### src/rtl/ts_tracklet_readout_sched.sv
// ts_tracklet_readout_sched: pops one packed count word per event and issues cnt_a, cnt_b, cnt_c reads.
// Optional per-event read cap enabled by defining TS_SCHED_TRUNC_EN.
`default_nettype none

module ts_tracklet_readout_sched #(
  parameter int unsigned CNT_BITS = 6,
  parameter int unsigned MAX_TRK  = 48
) (
  input  logic                  clk_i,
  input  logic                  rst_ni,
  input  logic [3*CNT_BITS-1:0] cnt_fifo_dout_i,
  input  logic                  cnt_fifo_empty_i,
  input  logic                  out_ready_i,
  output logic                  cnt_fifo_rd_en_o,
  output logic [2:0]            trk_rd_en_o,
  output logic [1:0]            trk_sel_o,
  output logic                  trk_last_o,
  output logic                  evt_done_o,
  output logic                  busy_o,
  output logic                  trunc_o
);

  typedef enum logic [2:0] {
    S_IDLE  = 3'd0,
    S_LOAD  = 3'd1,
    S_RUN_A = 3'd2,
    S_RUN_B = 3'd3,
    S_RUN_C = 3'd4,
    S_DONE  = 3'd5
  } state_e;

  state_e              state_q, state_d;
  logic [CNT_BITS-1:0] rem_a_q, rem_a_d;
  logic [CNT_BITS-1:0] rem_b_q, rem_b_d;
  logic [CNT_BITS-1:0] rem_c_q, rem_c_d;

  logic [CNT_BITS-1:0] ld_a, ld_b, ld_c;
  logic [CNT_BITS-1:0] cur_rem;
  logic                later_nz;
  logic                in_run;
  logic                strobe;
  logic                more_after;
  logic                cap_hit;

  assign ld_a = cnt_fifo_dout_i[CNT_BITS-1:0];
  assign ld_b = cnt_fifo_dout_i[2*CNT_BITS-1:CNT_BITS];
  assign ld_c = cnt_fifo_dout_i[3*CNT_BITS-1:2*CNT_BITS];

  // Remaining count of the active pair and whether any later pair still has reads.
  always_comb begin
    cur_rem   = '0;
    later_nz  = 1'b0;
    in_run    = 1'b0;
    trk_sel_o = 2'd0;
    case (state_q)
      S_RUN_A: begin
        cur_rem  = rem_a_q;
        later_nz = (rem_b_q != '0) || (rem_c_q != '0);
        in_run   = 1'b1;
      end
      S_RUN_B: begin
        cur_rem   = rem_b_q;
        later_nz  = (rem_c_q != '0);
        in_run    = 1'b1;
        trk_sel_o = 2'd1;
      end
      S_RUN_C: begin
        cur_rem   = rem_c_q;
        in_run    = 1'b1;
        trk_sel_o = 2'd2;
      end
      default: begin
        cur_rem   = '0;
      end
    endcase
  end

  assign strobe     = in_run & out_ready_i;
  assign more_after = (cur_rem != CNT_BITS'(1)) || later_nz;
  assign busy_o     = (state_q != S_IDLE);

`ifdef TS_SCHED_TRUNC_EN
  localparam int unsigned ISS_BITS = CNT_BITS + 2;

  logic [ISS_BITS-1:0] issued_q, issued_d;
  logic                trunc_q, trunc_d;

  assign cap_hit = in_run && ((issued_q + ISS_BITS'(1)) == ISS_BITS'(MAX_TRK));
  assign trunc_o = trunc_q;

  always_comb begin
    issued_d = issued_q;
    trunc_d  = trunc_q;
    if (state_q == S_LOAD) begin
      issued_d = '0;
      trunc_d  = 1'b0;
    end else if (strobe) begin
      issued_d = issued_q + ISS_BITS'(1);
      // Only flag truncation when the cap actually discarded reads.
      if (cap_hit && more_after) begin
        trunc_d = 1'b1;
      end
    end
  end

  always_ff @(posedge clk_i or negedge rst_ni) begin
    if (!rst_ni) begin
      issued_q <= '0;
      trunc_q  <= 1'b0;
    end else begin
      issued_q <= issued_d;
      trunc_q  <= trunc_d;
    end
  end
`else
  logic unused_max_trk;

  assign unused_max_trk = ^MAX_TRK;
  assign cap_hit        = 1'b0;
  assign trunc_o        = 1'b0;
`endif

  always_comb begin
    state_d          = state_q;
    rem_a_d          = rem_a_q;
    rem_b_d          = rem_b_q;
    rem_c_d          = rem_c_q;
    cnt_fifo_rd_en_o = 1'b0;
    trk_rd_en_o      = 3'b000;
    trk_last_o       = 1'b0;
    evt_done_o       = 1'b0;
    case (state_q)
      S_IDLE: begin
        // Pop strobe is gated by reset so it stays low while reset is held.
        if (!cnt_fifo_empty_i) begin
          cnt_fifo_rd_en_o = rst_ni;
          state_d          = S_LOAD;
        end
      end
      S_LOAD: begin
        rem_a_d = ld_a;
        rem_b_d = ld_b;
        rem_c_d = ld_c;
        if (ld_a != '0) begin
          state_d = S_RUN_A;
        end else if (ld_b != '0) begin
          state_d = S_RUN_B;
        end else if (ld_c != '0) begin
          state_d = S_RUN_C;
        end else begin
          state_d = S_DONE;
        end
      end
      S_RUN_A: begin
        if (out_ready_i) begin
          trk_rd_en_o = 3'b001;
          rem_a_d     = rem_a_q - CNT_BITS'(1);
          if (cap_hit) begin
            state_d = S_DONE;
          end else if (rem_a_q == CNT_BITS'(1)) begin
            if (rem_b_q != '0) begin
              state_d = S_RUN_B;
            end else if (rem_c_q != '0) begin
              state_d = S_RUN_C;
            end else begin
              state_d = S_DONE;
            end
          end
        end
      end
      S_RUN_B: begin
        if (out_ready_i) begin
          trk_rd_en_o = 3'b010;
          rem_b_d     = rem_b_q - CNT_BITS'(1);
          if (cap_hit) begin
            state_d = S_DONE;
          end else if (rem_b_q == CNT_BITS'(1)) begin
            state_d = (rem_c_q != '0) ? S_RUN_C : S_DONE;
          end
        end
      end
      S_RUN_C: begin
        if (out_ready_i) begin
          trk_rd_en_o = 3'b100;
          rem_c_d     = rem_c_q - CNT_BITS'(1);
          if (cap_hit || (rem_c_q == CNT_BITS'(1))) begin
            state_d = S_DONE;
          end
        end
      end
      S_DONE: begin
        evt_done_o = 1'b1;
        state_d    = S_IDLE;
      end
      default: begin
        state_d = S_IDLE;
      end
    endcase
    trk_last_o = strobe && (!more_after || cap_hit);
  end

  always_ff @(posedge clk_i or negedge rst_ni) begin
    if (!rst_ni) begin
      state_q <= S_IDLE;
      rem_a_q <= '0;
      rem_b_q <= '0;
      rem_c_q <= '0;
    end else begin
      state_q <= state_d;
      rem_a_q <= rem_a_d;
      rem_b_q <= rem_b_d;
      rem_c_q <= rem_c_d;
    end
  end

endmodule

`default_nettype wire
### config.mk
export PLATFORM = sky130hd
export DESIGN_NAME = ts_tracklet_readout_sched
export DESIGN_NICKNAME = d
export VERILOG_FILES = /design/src/rtl/ts_tracklet_readout_sched.sv
export SDC_FILE = /design/constraint.sdc
export NUM_CORES = 1
export LEC_CHECK = 0
export BUFFER_PORTS_ARGS = -buffer_cell sky130_fd_sc_hd__buf_2
export CAP_MARGIN = 30
export CORE_MARGIN = 8
export CORE_UTILIZATION = 29
export DETAILED_ROUTE_END_ITERATION = 12
export RECOVER_POWER = 50
export SETUP_SLACK_MARGIN = 0.15
export SLEW_MARGIN = 0
export SYNTH_ARGS = -nofsm -noshare
export SYNTH_HDL_FRONTEND = slang
export SYNTH_SLANG_ARGS = --single-unit
### constraint.sdc
create_clock -name clk_i -period 4.8 [get_ports clk_i]
set_clock_uncertainty 0.05 [all_clocks]
set_input_delay 0.24 -clock clk_i [delete_from_list [all_inputs] [get_ports clk_i]]
set_output_delay 0.24 -clock clk_i [all_outputs]
set_load 0.05 [all_outputs]
==> results.tsv <==
metric	value	unit
run status	completed	
cells on worst reg2reg path	4	
R2R Setup Slk	2.59	ns
Worst Hold Depth	3	
Clock Root Buffer	clkbuf_8	
Synth area leaders	dfrtp_1 32%, nor2_1 5.1%, ha_1 4.6%	
max incr delay on CP	0.53	ns
syn nets	229	
via count	1560	
fill count	604	
drt drc	0	
leakage power	0.809	nW
Setup Fix Bufs, Post-CTS	0	
insertion delay of the later-clocked pin in the worst-skew pair	0.27	ns
r2r startpoint	state_q[0]	
crit end category	output pin	
die width	91.1	um
Worst VDD drop	0.000189	V
CP max-delay cell	nor3b_1	
area leader, netlist	dfrtp_1	
fin util	34.0	%
Worst Hold Path EP	rem_a_q[0]	
DIE AREA	0.00829	mm2
Syn Area/Cell	8.13	um2
Clock Path Buffers	2	
crit-path max FO	6	
clk slew on worst S/H paths	0.07	ns
Ports	32	
std cell rows	27	
nets	253	
worst path required time	4.51	ns
Starting Density	29.9	%
Pre-Repair DR Iteration Count	4	
DR WL/cell	14.5	um
max cap viols	0	
min-delay src	cnt_fifo_dout_i[0]	
TritonCTS Buffers	3	
fmax	365	MHz
initial antenna violation count	0	
number of synthesized flops with an enable pin	0	
ys flop type	dfrtp_1	
# port buffers	30	
Seq/Total Area, Yosys	32.2	%
CP cell instances	inv_1, ha_1, nor3b_1, nand4b_2, o31ai_4, o211a_1, buf_2	
asr flop ratio synth	100	%
H-tree depth	1	
number of global-route vias before repair	1546	
pwr dens	605	mW/mm2
setup_tns	0	ns
Routability Congestion	0.768	
crit path DAT	2.45	ns
slew margin rel.	18.9	%
first-pass GRT wire length	7480	um
Post-Layout Cell Count	296	
reg2reg end	rem_a_q[5]	
Final Hold Viols	0	
Ant. Diodes	0	
Detailed Place HPWL	3220	um
Syn Std Cell Area	0.00163	mm2
Placed Cells	291	
share of cells above drive strength 1	17.0	%
endpoints failing setup	0	
drt via density	5.27	
CTS tree	yes	
HP Class	in2reg	
Seq cells post-synth	21	
Syn Inst Count	201	
ANT nets after route	0	
total routing usage reported by global routing	10.7	%
1st-iter DRT viols	238	
Crit Path Class	reg2out	
Congestion Overflow GR	0	
Period minus WS final	2.74	ns
CORE AREA	0.00547	mm2
area grow syn2layout	13.8	%
Netlist cell types	54	
Yosys Warn Count	0	
startpoint type of the worst setup path	flip-flop	
top cell type's share of synthesized area	32.2	%
WL final	4310	um
RSZ-0062 raised after global routing	no	
DP Worst Slack	2.47	ns
Sinks on Clock Net	21	
Die Ht	91.1	um
largest net degree at the start of global routing	23	
PnR worst setup slack	2.06	ns
Worst Max-Slew Pin Slew	1.22	ns
fin crit share	57.1	%
Slew Viols, Final	0	
==> worst max path at each step <==
stage | from | end | slack, ns | cells after the start
2_1_floorplan | state_q[0] | cnt_fifo_rd_en_o | 1.98 | 4
3_3_place_gp | rem_c_q[0] | trk_last_o | 2.50 | 7
3_5_place_dp | rem_c_q[0] | trk_last_o | 2.47 | 7
4_1_cts | rem_c_q[0] | trk_last_o | 2.16 | 7
5_1_grt | rem_b_q[1] | trk_last_o | 1.90 | 7
6_report | rem_b_q[0] | trk_last_o | 2.06 | 7
==> sequential cells by signal, indices dropped and copies added (netlist names) <==
signal and flops:
rem_a_q 6, rem_b_q 6, rem_c_q 6, state_q 3
==> critical path, delay by kind of cell, from the launching register on <==
kind            cells  cell delay, ns
flops               1            0.45
buf+inv             2            0.34
compound gates      2            0.44
simple gates        2            0.76
fa+ha+maj           1            0.18
==> where the power goes <==
part           internal [W]  leakage [nW]  switching (W)
combinational      0.000250         0.535       0.000354
sequential         0.000260         0.252       0.000137
clock             0.0000594        0.0228      0.0000635
==> synth_stat cells, types with 4 or more instances <==
master    instances
nor2_1           22
dfrtp_1          21
nand2_1          14
a21oi_1          13
inv_1            11
o21ai_0           9
nor4_1            8
buf_2             7
ha_1              6
nor3_1            6
nor2b_1           5
o21ai_1           5
o22ai_1           5
a311oi_1          4
nand3_1           4
nor3b_1           4
or3_1             4
==> cell usage in the layout (no fill, tap or decap), types with 5 or more instances in the layout <==
cell type,netlist,final
a21oi_1,13,13
buf_2,7,27
dfrtp_1,21,21
ha_1,6,6
inv_1,11,11
nand2_1,14,14
nor2_1,22,22
nor2b_1,5,5
nor3_1,6,6
nor3b_1,4,5
nor4_1,8,8
o21ai_0,9,9
o21ai_1,5,5
o22ai_1,5,5
==> what timing repair did <==
item	in CTS	in global routing
resized for setup	0	0
hold buffers	1	0
hold endpoints to repair	21	0
==> kinds of logic after synthesis <==
family,after synthesis,synth area share [%]
DFF,21,32.2
muxes,2,1.23
and+or+nand+nor,81,27.3
AOI/OAI and AO/OA,65,27.7
other,1,0.229
buffers and inverters,25,6.74
adders and majority gates,6,4.59
==> final cells by class <==
class / instances / area (um2) / share of cell area (%)
clock buffer: 4 / 45.0 / 2.42
multi-input combinational: 155 / 993 / 53.4
sequential: 21 / 526 / 28.3
tap: 72 / 90.1 / 4.85
inverter: 13 / 48.8 / 2.62
timing repair buffer: 31 / 156 / 8.41
==> routing by layer <==
layer | vias to the layer above | wire length (um) | share of wire [%] | GRT usage (%)
li1 | 784 | - | - | -
met1 | 749 | 2170 | 50 | 14.4
met2 | 22 | 1910 | 44 | 16.2
met3 | 5 | 171 | 4.0 | 2.63
met4 | 0 | 57 | 1.3 | 3.68
met5 | - | 0 | 0 | 0
==> stage by stage <==
step | power [W] | hold slack [ns] | instance area, um2
floorplan | 0.000877 | -0.106 | 1630
global placement | 0.000995 | 0.193 | 1810
detailed placement | 0.00100 | 0.199 | 1810
CTS | 0.00113 | 0.157 | 1870
global route | 0.00124 | 0.204 | 1860
finish | 0.00112 | 0.163 | 1860
Note: power is estimated with default switching activity, not from simulation.
